--- src/rtl/ifmap_pkg.sv ---
// Shared IFMap scratchpad definitions: controller state encoding and default
// geometry, used by the write controller and the read address generator.
package ifmap_pkg;

  localparam int DEF_IF_LENGTH  = 12;
  localparam int DEF_ADDR_WIDTH = 16;
  localparam int DEF_DATA_WIDTH = 16;

  typedef enum logic [1:0] {
    IDLE  = 2'd0,
    FILL  = 2'd1,
    DRAIN = 2'd2
  } ifmap_state_e;

endpackage

--- src/rtl/ifmap_ptr_wrap.sv ---
// Modulo-IF_LENGTH pointer adder: ptr_next = (ptr + inc) mod IF_LENGTH.
// Relies on ptr < IF_LENGTH and inc <= IF_LENGTH, so one conditional subtract suffices.
module ifmap_ptr_wrap #(
  parameter int ADDR_WIDTH = 16,
  parameter int IF_LENGTH  = 12,
  parameter int INC_WIDTH  = 4
) (
  input  logic [ADDR_WIDTH-1:0] ptr,
  input  logic [INC_WIDTH-1:0]  inc,
  output logic [ADDR_WIDTH-1:0] ptr_next
);

  localparam logic [ADDR_WIDTH:0] LEN = (ADDR_WIDTH+1)'(IF_LENGTH);

  logic [ADDR_WIDTH:0] sum;

  assign sum      = {1'b0, ptr} + (ADDR_WIDTH+1)'(inc);
  assign ptr_next = (sum >= LEN) ? ADDR_WIDTH'(sum - LEN) : ADDR_WIDTH'(sum);

endmodule

--- src/rtl/ifmap_write_controller.sv ---
// Write side of the IFMap circular scratchpad: streams words in at a wrapping
// write pointer, tracks occupancy and the read base pointer freed by stride releases.
// Optional sticky overrun flag ovr_err is built when IFMAP_WR_OVERRUN_CHK_EN is defined.
//
// Handshake: a word transfers on a rising edge where in_valid & in_ready are both
// high; in_ready depends only on registered state/occupancy, never on in_valid.
module ifmap_write_controller
  import ifmap_pkg::*;
#(
  parameter int ADDR_WIDTH        = DEF_ADDR_WIDTH,
  parameter int DATA_WIDTH        = DEF_DATA_WIDTH,
  parameter int IF_LENGTH         = DEF_IF_LENGTH,
  parameter int STRIDE_WIDTH      = 4,
  parameter int FILTER_SIZE_WIDTH = 4,
  parameter int CNT_WIDTH         = 5
) (
  input  logic                         clk,
  input  logic                         rst_n,
  input  logic                         start,
  input  logic [FILTER_SIZE_WIDTH-1:0] filter_size,
  input  logic                         in_valid,
  input  logic [DATA_WIDTH-1:0]        in_data,
  input  logic                         in_last,
  output logic                         in_ready,
  output logic                         wr_en,
  output logic [ADDR_WIDTH-1:0]        wr_addr,
  output logic [DATA_WIDTH-1:0]        wr_data,
  input  logic                         release_valid,
  input  logic [STRIDE_WIDTH-1:0]      release_count,
  output logic [ADDR_WIDTH-1:0]        IF_start_addr,
  output logic [CNT_WIDTH-1:0]         occupancy,
  output logic                         window_valid,
  output logic                         row_done,
`ifdef IFMAP_WR_OVERRUN_CHK_EN
  output logic                         ovr_err,
`endif
  output ifmap_state_e                 dbg_state
);

  localparam int RW = (CNT_WIDTH > STRIDE_WIDTH) ? CNT_WIDTH : STRIDE_WIDTH;

  ifmap_state_e          state, state_nxt;
  logic [ADDR_WIDTH-1:0] wr_ptr, rd_ptr, wr_ptr_inc, rd_ptr_inc;
  logic [CNT_WIDTH-1:0]  occ;
  logic [RW-1:0]         rel_w, occ_w, eff;
  logic                  hs, row_start;

  assign hs        = in_valid & in_ready;
  assign row_start = (state == IDLE) & start;
  assign rel_w     = RW'(release_count);
  assign occ_w     = RW'(occ);

  // Over-release saturates at the current occupancy.
  always_comb begin
    eff = '0;
    if (release_valid) eff = (rel_w < occ_w) ? rel_w : occ_w;
  end

  ifmap_ptr_wrap #(.ADDR_WIDTH(ADDR_WIDTH), .IF_LENGTH(IF_LENGTH), .INC_WIDTH(1)) u_wr_wrap (
    .ptr     (wr_ptr),
    .inc     (1'b1),
    .ptr_next(wr_ptr_inc)
  );

  ifmap_ptr_wrap #(.ADDR_WIDTH(ADDR_WIDTH), .IF_LENGTH(IF_LENGTH), .INC_WIDTH(RW)) u_rd_wrap (
    .ptr     (rd_ptr),
    .inc     (eff),
    .ptr_next(rd_ptr_inc)
  );

  always_ff @(posedge clk or negedge rst_n) begin
    if (!rst_n) state <= IDLE;
    else        state <= state_nxt;
  end

  always_comb begin
    state_nxt = state;
    case (state)
      IDLE:    if (start) state_nxt = FILL;
      FILL:    if (hs && in_last) state_nxt = DRAIN;
      DRAIN:   if (occ == '0) state_nxt = IDLE;
      default: state_nxt = IDLE;
    endcase
  end

  always_comb begin
    in_ready     = (state == FILL) && (occ != CNT_WIDTH'(IF_LENGTH));
    row_done     = (state == DRAIN) && (occ == '0);
    window_valid = (state != IDLE) && (32'(occ) >= 32'(filter_size));
  end

  // Write port is driven to zero outside a handshake so idle/reset presents all zeros.
  assign wr_en   = hs;
  assign wr_addr = hs ? wr_ptr : '0;
  assign wr_data = hs ? in_data : '0;

  always_ff @(posedge clk or negedge rst_n) begin
    if (!rst_n) begin
      wr_ptr <= '0;
      rd_ptr <= '0;
      occ    <= '0;
    end else if (row_start) begin
      wr_ptr <= '0;
      rd_ptr <= '0;
      occ    <= '0;
    end else begin
      if (hs) wr_ptr <= wr_ptr_inc;
      rd_ptr <= rd_ptr_inc;
      occ    <= occ + CNT_WIDTH'(hs) - CNT_WIDTH'(eff);
    end
  end

`ifdef IFMAP_WR_OVERRUN_CHK_EN
  always_ff @(posedge clk or negedge rst_n) begin
    if (!rst_n)         ovr_err <= 1'b0;
    else if (row_start) ovr_err <= 1'b0;
    else if ((release_valid && (rel_w > occ_w)) || ((state == DRAIN) && in_valid))
      ovr_err <= 1'b1;
  end
`endif

  assign IF_start_addr = rd_ptr;
  assign occupancy     = occ;
  assign dbg_state     = state;

endmodule

--- config.mk ---
export PLATFORM = sky130hd
export DESIGN_NAME = ifmap_write_controller
export DESIGN_NICKNAME = d
export VERILOG_FILES = /design/src/rtl/ifmap_pkg.sv /design/src/rtl/ifmap_ptr_wrap.sv /design/src/rtl/ifmap_write_controller.sv
export SDC_FILE = /design/constraint.sdc
export NUM_CORES = 1
export LEC_CHECK = 0
export ABC_CLOCK_PERIOD_IN_PS = 6700
export BUFFER_PORTS_ARGS = -buffer_cell sky130_fd_sc_hd__buf_2
export CAP_MARGIN = 10
export CORE_MARGIN = 2
export CORE_UTILIZATION = 35
export DETAILED_ROUTE_END_ITERATION = 12
export GPL_TIMING_DRIVEN = 1
export PLACE_DENSITY = 0.57
export SLEW_MARGIN = 15
export SYNTH_ARGS = -nofsm -noshare
export SYNTH_HDL_FRONTEND = slang
export SYNTH_HIERARCHICAL = 1
export SYNTH_SLANG_ARGS = --single-unit
--- constraint.sdc ---
create_clock -name clk -period 6.7 [get_ports clk]
set_clock_uncertainty 0.2 [all_clocks]
set_input_delay 0.335 -clock clk [delete_from_list [all_inputs] [get_ports clk]]
set_output_delay 0.335 -clock clk [all_outputs]
set_load 0.02 [all_outputs]
======== Word level (Yosys, flattened, before mapping) ========
Cells that the tools add are included.
word-level totals
  word-level logic and storage cells ...... 45
  bits in registers ....................... 39
cells by class
  $add $sub $neg .......................... 6
  bitwise gates (word level) .............. 2
  multiplexer cells ....................... 14
  eq/ne operators ......................... 6
  magnitude comparators ................... 4
  reduce and logical (&&, ||, !) cells .... 9
operator list
  kind                     count
  $mux W16                 7
  $ge A17 B4 Y1 const B    2
  $sub A16 B4 Y16 const B  2
  $add A16 B1 Y17 const B  1
  $add A16 B5 Y17          1
  $mux W5                  3
  $mux W2                  3
  $ne A2 B2 Y1 const B     3
  $pmux W2 S3              1
  $add A5 B1 Y5            1
  $ge A5 B4 Y1             1
  $logic_not A5 Y1         1
  $lt A4 B5 Y1             1
  $ne A5 B4 Y1 const B     1
  $sub A5 B5 Y5            1
  $logic_and A1 B1 Y1      4
  $reduce_bool A2 Y1       2
  $reduce_and A3 Y1        1
  $and A1 B1 Y1            2
  $eq A2 B1 Y1 const B     1
  $eq A2 B2 Y1 const B     1
  $logic_not A2 Y1         1

======== Logic depth before layout (Yosys ltp) ========
Gate-level depths: netlist of the first run.
  depth in word-level cells ............... 7
  mapped depth ............................ 17
  mapped depth without buffers ............ 17

======== By module ========
The synthesis of the first run kept the hierarchy.
by module, submodules not included
  module                       area each (um^2)  cells an instance  times used  sequential area each (um^2)
  ifmap_write_controller       2228.4            232                1           975.9
  ifmap_ptr_wrap at u_rd_wrap  1062.3            145                1           0.0
  ifmap_ptr_wrap at u_wr_wrap  897.1             136                1           0.0

======== Least setup slack after synthesis of the first run ========
Ideal clock, no wire load.
  kind .................................... register to register
  from .................................... register occ[3] (netlist: occupancy[3])
  to ...................................... register rd_ptr[3] (netlist: IF_start_addr[3])
  required time ........................... 6.381 ns
  stages on the path, launching flop included .. 18
  period minus slack after synthesis ...... 4.813 ns
  arrival ................................. 4.494 ns
  library setup time ...................... 0.119 ns
  path slack .............................. 1.887 ns
  cells stage by stage .................... dfrtp_1 inv_1 ha_1 o21a_1 nor2_1 a211oi_2 mux2i_1 ha_1 inv_1 fa_1 nand2b_1 a21oi_1 o21bai_1 xor2_1 nand3b_1 nor4_4 mux2_4 and2_1
between the ends
  word-level cells in the longest chain between the ends .. 7
  elaborated cells between the ends (all ways) .. 8
  those cells by class .................... add/sub: 2; order compare: 2; mux: 4
RTL lines
  element                                           RTL line                       RTL
  start: declaration                                ifmap_write_controller.sv:44   logic [CNT_WIDTH-1:0] occ;
  start signal: assignment                          ifmap_write_controller.sv:109  occ <= occ + CNT_WIDTH'(hs) - CNT_WIDTH'(eff);
  $lt A4 B5 Y1 (*)                                  ifmap_write_controller.sv:56   if (release_valid) eff = (rel_w < occ_w) ? rel_w : occ_w;
  $mux W5 (*) (2 in series)                         ifmap_write_controller.sv:56
  via eff[0]                                        ifmap_write_controller.sv:45   logic [RW-1:0] rel_w, occ_w, eff;
  $add A16 B5 Y17 (*)                               ifmap_ptr_wrap.sv:17           assign sum = {1'b0, ptr} + (ADDR_WIDTH+1)'(inc);
  $sub A16 B4 Y16 or $ge A17 B4 Y1 (tied branches)  ifmap_ptr_wrap.sv:18           assign ptr_next = (sum >= LEN) ? ADDR_WIDTH'(sum - LEN) : ADDR_WIDTH'(sum);
  $mux W16 (*)                                      ifmap_ptr_wrap.sv:18
  via rd_ptr_inc[3]                                 ifmap_write_controller.sv:43   logic [ADDR_WIDTH-1:0] wr_ptr, rd_ptr, wr_ptr_inc, rd_ptr_inc;
  $mux W16 (*)                                      ifmap_write_controller.sv:102  end else if (row_start) begin
  end signal: assignment                            ifmap_write_controller.sv:108  rd_ptr <= rd_ptr_inc;
  end: declaration                                  ifmap_write_controller.sv:43
Mark *: on every way through the listed nets, which the timed path passes. The rest lies on a longest branch.
A chain may end at the register's enable or synchronous reset.

======== Worst setup path after layout of the first run ========
Ends and elaborated chain as after synthesis.

==> out/summary.txt, run 1 <==
outcome = finished with violations
failing checks = negative hold slack
Yosys cell types = 83
Tot Pwr = 2.35 mW
RSZ-0062 raised after global routing = no
LEAKAGE = 2.27 nW
Slew headroom = 0.363
Skew-Pair Late Insertion Delay = 0.29 ns
Fin Hold WS = -0.0211 ns
CTS buffer count = 5
clock tree buffer depth = 2
initial antenna violation count = 0
share of layout cells above drive strength 1 = 0.241
HP Class = input port to async pin
number of warnings issued by yosys = 6
Crit Path Category = flop to flop
cell count after synthesis = 513
Startpoint Class = flop
top_reg_cell synth = dfrtp_1
Post-synth EDFFs = 0
vias per cell = 5.29
vias after detailed routing = 3859
first-pass GRT wire length = 17900 microns
Mapped Area = 4190 sq um
die height = 113 microns
CP Capture Type = flop
most common library cells after synthesis = 44 x and2_1, 43 x nor2_1, 39 x dfrtp_1
post-synthesis sequential element count = 39
final wirelength = 10600 microns
PortBufs = 88
Yosys top cell by area = dfrtp_1
vias in the first global route = 3760
share of the yosys chip area belonging to registers = 0.233
drt first pass iters = 4
CTS Sinks = 39
Layout fillers = 1148
GRT Total Usage = 0.167
cts hold-fix bufs = 0
die area = 12900 sq um
Clock Tree Root = clkbuf_16
post_cts resized = 0
fin crit share = 0.799
Fmax = 187 MHz
num ports = 89
Inserted Diodes = 0
RePlAce Congestion = 0.871
syn_nets = 569
CP max FO = 9
Mean Syn Cell Area = 8.16 sq um
largest net degree at the start of global routing = 40
Post-DP HPWL = 7970 microns
clk slew on worst S/H paths = 0.06 ns
CP arrival = 5.33 ns
Worst setup startpoint = occupancy[3]$_DFF_PN0_
setup TNS = 0 ns
final hold vios = 33
CORE AREA = 11600 sq um
asr flop ratio synth = 1.00
DRC viols = 0
synth top area cells = dfrtp_1 23%, ha_1 7.2%, and2_1 6.6%
Reg-to-Reg Start = occupancy[3]$_DFF_PN0_
Slew Limit Fails = 0
top-count cell post-synth = and2_1
Initial Utilization = 0.362
Power per Cell Area = 486 nW/um^2
Area Overhead vs Synth = 15.4%
final setup vio count = 0
Synth top area share = 0.233
CP required = 6.68 ns
total gr overflow = 0
TritonCTS clock tree = yes
Layout Nets = 641
MaxCap Viol Count = 0
maximum vdd drop = 0.000131 V
H-tree Lvls = 2
die width = 113 microns
ANT nets after route = 0
Post-CTS Setup Inserts = 0
cell row count = 39
Worst-Margin Slew = 0.949 ns
post-layout min period = 5.35 ns
Starting DRT DRC Count = 273
wire per inst = 14.5 microns
==> per-stage QoR <==
stage | worst slack (ns) | std cells | hold WS (ns) | util | cell area, sq um
floorplan | 1.89 | 513 | -0.161 | - | 4190
global route | 0.954 | 729 | 0.0801 | 0.418 | 4830
detailed placement | 1.40 | 721 | 0.325 | 0.403 | 4660
CTS | 1.38 | 729 | 0.0254 | 0.418 | 4830
finish | 1.35 | 729 | -0.0211 | 0.418 | 4830
global placement | 1.58 | 721 | 0.314 | 0.403 | 4660
==> final timing paths <==
path	end	slack [ns]	cells past startpoint
worst min register to register	wr_ptr[0]$_DFFE_PN0P_	0.34	2
worst max register to register	IF_start_addr[3]$_DFF_PN0_	1.35	17
max in group asynchronous	wr_ptr[6]$_DFFE_PN0P_	5.74	1
min in group clk	dbg_state[0]$_DFFE_PN0P_	0.20	3
worst min-delay path	IF_start_addr[15]$_DFF_PN0_	-0.02	1
worst max-delay path	IF_start_addr[3]$_DFF_PN0_	1.35	17
==> layout make-up <==
cell class | count | area [sq um] | area share
clock inverter | 3 | 43.8 | 0.00906
multi-input combinational | 414 | 2930 | 0.606
timing repair buffer | 88 | 440 | 0.0911
sequential | 39 | 976 | 0.202
inverter | 37 | 141 | 0.0293
clock buffer | 5 | 125 | 0.0259
tap | 143 | 179 | 0.0370
==> worst max-delay path, cell delays in order (launching register included) <==
cell	delay, ns
dfrtp_1	0.47
inv_1	0.10
ha_1	0.28
o21a_1	0.11
nor2_1	0.04
a211oi_2	0.53
mux2i_1	0.32
ha_1	0.23
inv_1	0.06
fa_1	0.44
nand2b_1	0.21
a21oi_1	0.47
o21bai_1	0.19
xor2_1	0.25
nand3b_1	0.24
nor4_4	0.61
mux2_4	0.34
and2_1	0.13
==> sequential cells by signal, indices dropped and copies added, names as in the netlist <==
| name | flops |
|---|---|
| IF_start_addr | 16 |
| occupancy | 5 |
| dbg_state | 2 |
| wr_ptr | 16 |
==> cell families after synthesis <==
group / Yosys count / share of synthesized area
muxes: 14 / 0.0359
and+or+nand+nor: 231 / 0.316
DFF: 39 / 0.233
AOI/OAI and AO/OA: 97 / 0.168
xor gates and xnor gates: 44 / 0.0956
other: 2 / 0.00179
buffers and inverters: 60 / 0.0684
adders and majority gates: 26 / 0.0813
==> layout by cell type (no fill, tap or decap), types with 5 or more instances in the layout <==
master	count
nand3_1	31
nor2_1	43
nor4_1	6
dfrtp_1	39
a21oi_1	19
a31oi_1	5
nor3_1	13
mux2i_1	9
inv_1	36
o21ai_0	31
nand2_1	29
buf_2	88
ha_1	24
nand4_1	9
xnor2_1	26
nor2b_1	6
clkbuf_16	5
and2_1	44
xor2_1	16
and2_4	9
==> metal layers <==
metal,wire (microns),vias up,global-route usage
met3,342,12,0.0149
met2,5050,72,0.284
li1,-,1941,-
met5,0,-,0
met4,180,0,0.0528
met1,5000,1834,0.227
==> where the power goes <==
part           switching [mW]  total, mW  internal (mW)
logic                   0.921       1.59          0.671
clock network           0.103      0.279          0.176
registers               0.152      0.480          0.328
total                    1.18       2.35           1.17
(Power assumes the default switching activity.)
==> run 2: changes to the inputs <==
--- a/config.mk
+++ b/config.mk
@@ -5,7 +5,7 @@
 export SDC_FILE = /design/constraint.sdc
 export NUM_CORES = 1
 export LEC_CHECK = 0
-export ABC_CLOCK_PERIOD_IN_PS = 6700
+export ABC_CLOCK_PERIOD_IN_PS = 5350
 export BUFFER_PORTS_ARGS = -buffer_cell sky130_fd_sc_hd__buf_2
 export CAP_MARGIN = 10
 export CORE_MARGIN = 2
==> constraint.sdc (replaced) <==
create_clock -name clk -period 5.35 [get_ports clk]
set_clock_uncertainty 0.2 [all_clocks]
set_input_delay 0.2675 -clock clk [delete_from_list [all_inputs] [get_ports clk]]
set_output_delay 0.2675 -clock clk [all_outputs]
set_load 0.02 [all_outputs]
==> out/summary.txt, run 2 (synthesis gave the netlist of run 1 again) <==
post-route worst setup slack = 0.610 ns
Startpoint Class = flop
sw frac = 0.495
crit-path max cell delay = 0.48 ns
final hold vios = 0
wire per inst = 14.5 microns
cell row count = 39
Slew Limit Fails = 0
PortBufs = 88
placed insts = 725
post-route core utilization = 0.422
RePlAce Congestion = 0.890
post-layout min period = 4.74 ns
Starting DRT DRC Count = 250
drt first pass iters = 4
CP max FO = 8
initial antenna violation count = 0
Post-DP HPWL = 8020 microns
die height = 113 microns
final setup vio count = 0
HP Class = input port to flop
Layout Nets = 646
Power per Cell Area = 606 nW/um^2
vias per cell = 5.24
Crit path buffers/inverters = 2
Cell Chain, Critical Path = inv_1 > ha_1 > o21a_1 > nor2_1 > a211oi_2 > mux2i_1 > ha_1 > inv_1 > fa_1 > nand2b_1 > a21oi_2 > o21bai_1 > xor2_1 > nand3b_1 > nor4_4 > mux2_4 > and2_1
commonest non-fill, non-tap cell in the layout = buf_2
Largest delay share family, worst path = simple AND/OR/NAND/NOR gates
clock tree buffer depth = 2
Net Switching = 1.46 mW
pre-CTS WS = 0.453 ns
CP max-delay cell = dfrtp_1
MaxCap Viol Count = 0
maximum vdd drop = 0.000183 V
die area = 12900 sq um
ANT nets after route = 0
Final Non-Filler Cells = 734
Layout fillers = 1151
CTS Sinks = 39
Slew headroom = 0.369
share of layout cells above drive strength 1 = 0.247
CORE AREA = 11600 sq um
num ports = 89
RSZ-0062 raised after global routing = no
clk slew on worst S/H paths = 0.06 ns
TritonCTS clock tree = yes
final wirelength = 10600 microns
Skew-Pair Late Insertion Delay = 0.29 ns
Worst-Margin Slew = 0.947 ns
Fmax = 211 MHz
Design Area, Final = 4880 sq um
most frequent cells in the layout = 88 x buf_2, 44 x and2_1, 43 x nor2_1
die width = 113 microns
DRC viols = 0
Flop pwr share = 0.203
Post-CTS Setup Inserts = 0
Clock Power Share = 0.117
CTS buffer count = 5
outcome = finished, final reports clean
Clock Tree Root = clkbuf_16
setup TNS = 0 ns
Cell Int Power = 1.49 mW
LEAKAGE = 2.30 nW
Initial Utilization = 0.362
H-tree Lvls = 2
CP required = 5.32 ns
Placed Area = 4690 sq um
GRT Total Usage = 0.169
vias after detailed routing = 3848
Crit Path Category = flop to flop
Area Overhead vs Synth = 16.5%
vias in the first global route = 3680
Inserted Diodes = 0
fin crit share = 0.886
CP arrival = 4.71 ns
Fin Hold WS = 0.149 ns
total gr overflow = 0
largest net degree at the start of global routing = 40
first-pass GRT wire length = 18000 microns
CP Capture Type = flop
Tot Pwr = 2.95 mW
Comb pwr share = 0.680
==> run 2: cell count changes in the layout (fill, tap and decap cells not counted), sizes merged <==
cell / change
buf: +4
dlygate4sd3: +1
==> run 2: worst reg2reg max path: stages, from the launching register on <==
cell and delay, ns:
dfrtp_1 0.48, inv_1 0.10, ha_1 0.28, o21a_1 0.10, nor2_1 0.04, a211oi_2 0.24, mux2i_1 0.28, ha_1 0.23
inv_1 0.06, fa_1 0.44, nand2b_1 0.24, a21oi_2 0.35, o21bai_1 0.18, xor2_1 0.26, nand3b_1 0.23, nor4_4 0.44
mux2_4 0.33, and2_1 0.13
==> run 2: final timing paths <==
kind                                   startpoint                     endpoint  slack (ns)  cells past startpoint
max in group asynchronous                   rst_n       occupancy[1]$_DFF_PN0_        3.89                      2
min in group asynchronous                   rst_n  IF_start_addr[11]$_DFF_PN0_        0.47                      2
max reg2reg                occupancy[2]$_DFF_PN0_   IF_start_addr[3]$_DFF_PN0_        0.61                     17
min reg2reg                 wr_ptr[0]$_DFFE_PN0P_        wr_ptr[0]$_DFFE_PN0P_        0.34                      2
min                                       in_last     dbg_state[0]$_DFFE_PN0P_        0.15                      3
max                        occupancy[2]$_DFF_PN0_   IF_start_addr[3]$_DFF_PN0_        0.61                     17
==> run 2: what timing repair did <==
action                                  in CTS  in global routing
endpoints found under the hold margin       39                  0
resized for setup                            0                  1
endpoints found under the setup margin       0                  4
hold buffers                                 1                  0
==> run 2: power groups by stage <==
stage	combinational (mW)	clock, mW	sequential (mW)
after global routing	2.27	0.369	0.625
after CTS	2.02	0.355	0.601
after floorplan	1.57	0	0.610
after detailed placement	2.01	0	0.605
final	2.01	0.345	0.600
after global placement	1.98	0	0.601
==> run 2: layout make-up <==
class | instances | area (sq um) | share of cell area
inverters | 37 | 141 | 0.0290
flip-flops and latches | 39 | 976 | 0.200
clock inverters | 3 | 43.8 | 0.00898
repair buffers | 93 | 480 | 0.0985
multi-input cells | 414 | 2930 | 0.601
clock buffers | 5 | 125 | 0.0257
well taps | 143 | 179 | 0.0367
==> run 2: layer usage <==
metal / up-vias / wire [microns] / global-route usage
met5: - / 0 / 0
met4: 0 / 113 / 0.0423
met3: 7 / 378 / 0.0175
met2: 76 / 5290 / 0.291
met1: 1815 / 4830 / 0.227
li1: 1950 / - / -
==> run 3: changes to the inputs <==
--- a/config.mk
+++ b/config.mk
@@ -12,9 +12,9 @@
 export CORE_UTILIZATION = 35
 export DETAILED_ROUTE_END_ITERATION = 12
 export GPL_TIMING_DRIVEN = 1
-export PLACE_DENSITY = 0.57
 export SLEW_MARGIN = 15
 export SYNTH_ARGS = -nofsm -noshare
 export SYNTH_HDL_FRONTEND = slang
 export SYNTH_HIERARCHICAL = 1
 export SYNTH_SLANG_ARGS = --single-unit
+export TNS_END_PERCENT = 5
==> out/summary.txt, run 3 (synthesis gave the netlist of run 1 again) <==
setup TNS = 0 ns
GRT Total Usage = 0.163
Slew Limit Fails = 0
commonest non-fill, non-tap cell in the layout = buf_2
Initial Utilization = 0.362
Slew headroom = 0.388
CP Capture Type = flop
CP required = 5.32 ns
Area Overhead vs Synth = 16.6%
drt first pass iters = 4
outcome = finished, final reports clean
initial antenna violation count = 0
die area = 12900 sq um
final wirelength = 10400 microns
total gr overflow = 0
pre-CTS WS = 0.347 ns
MaxCap Viol Count = 0
Hold Crit Depth = 3
Inserted Diodes = 0
Top Metal Used = met4
Power per Cell Area = 609 nW/um^2
Fmax = 199 MHz
H-tree Lvls = 2
LEAKAGE = 2.30 nW
worst reg2reg path endpoint = IF_start_addr[3]$_DFF_PN0_
share of layout cells above drive strength 1 = 0.247
Starting DRT DRC Count = 245
maximum vdd drop = 0.000219 V
Clock Power Share = 0.116
Worst-Margin Slew = 0.918 ns
CP arrival = 5.00 ns
clock tree buffer depth = 2
PortBufs = 88
CTS buffer count = 5
CP max FO = 8
first-pass GRT wire length = 17600 microns
DRC viols = 0
M1 wire length = 4870 microns
most frequent cells in the layout = 88 x buf_2, 44 x and2_1, 43 x nor2_1
Reg-to-Reg Start = occupancy[2]$_DFF_PN0_
post-route worst setup slack = 0.322 ns
Skew-Pair Late Insertion Delay = 0.29 ns
Cell Int Power = 1.50 mW
vias after detailed routing = 3843
Crit Path Category = flop to flop
TritonCTS clock tree = yes
area of the multi-input gates = 2930 sq um
Flop pwr share = 0.203
cell row count = 39
Post-DP HPWL = 7940 microns
largest net degree at the start of global routing = 40
fin crit share = 0.940
clk slew on worst S/H paths = 0.06 ns
wire per inst = 14.1 microns
vias per cell = 5.23
FF/Latch Area = 976 sq um
Fin Hold WS = 0.137 ns
Startpoint Class = flop
vias in the first global route = 3643
RePlAce Congestion = 0.866
met3 WL = 272 microns
ANT nets after route = 0
CTS Sinks = 39
final setup vio count = 0
Net Switching = 1.47 mW
CORE AREA = 11600 sq um
Clock Tree Root = clkbuf_16
HP Class = input port to flop
final hold vios = 0
post-layout min period = 5.03 ns
R2R depth = 17
Comb pwr share = 0.681
die height = 113 microns
WL met2 = 5130 microns
Layout fillers = 1165
die width = 113 microns
reg-to-reg setup timing slack = 0.32 ns
hold path startpoint = in_last
num ports = 89
sw frac = 0.496
Hold EP = dbg_state[0]$_DFFE_PN0P_
RSZ-0062 raised after global routing = no
Layout Nets = 647
run 3: layout make-up:
| class | count | area share |
|---|---|---|
| well taps | 143 | 0.0367 |
| flip-flops and latches | 39 | 0.200 |
| multi-input cells | 414 | 0.600 |
| clock buffers | 5 | 0.0256 |
| clock inverters | 3 | 0.00897 |
| inverters | 37 | 0.0290 |
| repair buffers | 94 | 0.100 |
run 3: repair_timing:
action / in CTS / in global routing
hold buffers: 1 / 0
endpoints found under the hold margin: 39 / 0
gates resized for setup: 0 / 0
buffers inserted: 0 / 1
endpoints found under the setup margin: 0 / 3
run 3: worst max-delay path by stage:
stage | end | start | slack [ns] | cells past startpoint
2_1_floorplan | IF_start_addr[3]$_DFF_PN0_ | occupancy[3]$_DFF_PN0_ | 0.54 | 17
3_3_place_gp | IF_start_addr[12]$_DFF_PN0_ | occupancy[3]$_DFF_PN0_ | 0.58 | 17
3_5_place_dp | IF_start_addr[2]$_DFF_PN0_ | occupancy[2]$_DFF_PN0_ | 0.35 | 18
4_1_cts | IF_start_addr[12]$_DFF_PN0_ | occupancy[2]$_DFF_PN0_ | 0.31 | 17
5_1_grt | IF_start_addr[3]$_DFF_PN0_ | occupancy[2]$_DFF_PN0_ | 0.07 | 17
6_report | IF_start_addr[3]$_DFF_PN0_ | occupancy[2]$_DFF_PN0_ | 0.32 | 17
run 3: power groups by stage:
| stage | Clock, mW | Sequential (mW) | Combinational (mW) |
|---|---|---|---|
| 5_1_grt | 0.365 | 0.628 | 2.26 |
| 4_1_cts | 0.355 | 0.603 | 2.01 |
| 3_3_place_gp | 0 | 0.604 | 1.97 |
| 2_1_floorplan | 0 | 0.610 | 1.57 |
| 6_report | 0.345 | 0.602 | 2.02 |
| 3_5_place_dp | 0 | 0.607 | 2.00 |
run 3: layer usage:
| metal | up-vias | track usage |
|---|---|---|
| met5 | - | 0 |
| met4 | 0 | 0.0398 |
| met3 | 6 | 0.0165 |
| met2 | 73 | 0.281 |
| met1 | 1812 | 0.221 |
| li1 | 1952 | - |
run 3: stage by stage:
stage | area [sq um] | cells | power [mW] | util
2_1_floorplan | 4190 | 513 | 2.18 | -
3_3_place_gp | 4690 | 725 | 2.58 | 0.406
3_5_place_dp | 4690 | 725 | 2.61 | 0.406
4_1_cts | 4870 | 734 | 2.97 | 0.421
5_1_grt | 4880 | 735 | 3.26 | 0.422
6_report | 4880 | 735 | 2.97 | 0.422
run 3: worst max-delay path: stages (launching register included):
cell and delay [ns]:
dfrtp_1 0.48, inv_1 0.11, ha_1 0.28, o21a_1 0.10, nor2_1 0.04, a211oi_2 0.35, mux2i_1 0.32, ha_1 0.23
inv_1 0.06, fa_1 0.45, nand2b_1 0.22, a21oi_1 0.49, o21bai_1 0.21, xor2_1 0.25, nand3b_1 0.23, nor4_4 0.42
mux2_4 0.33, and2_1 0.13
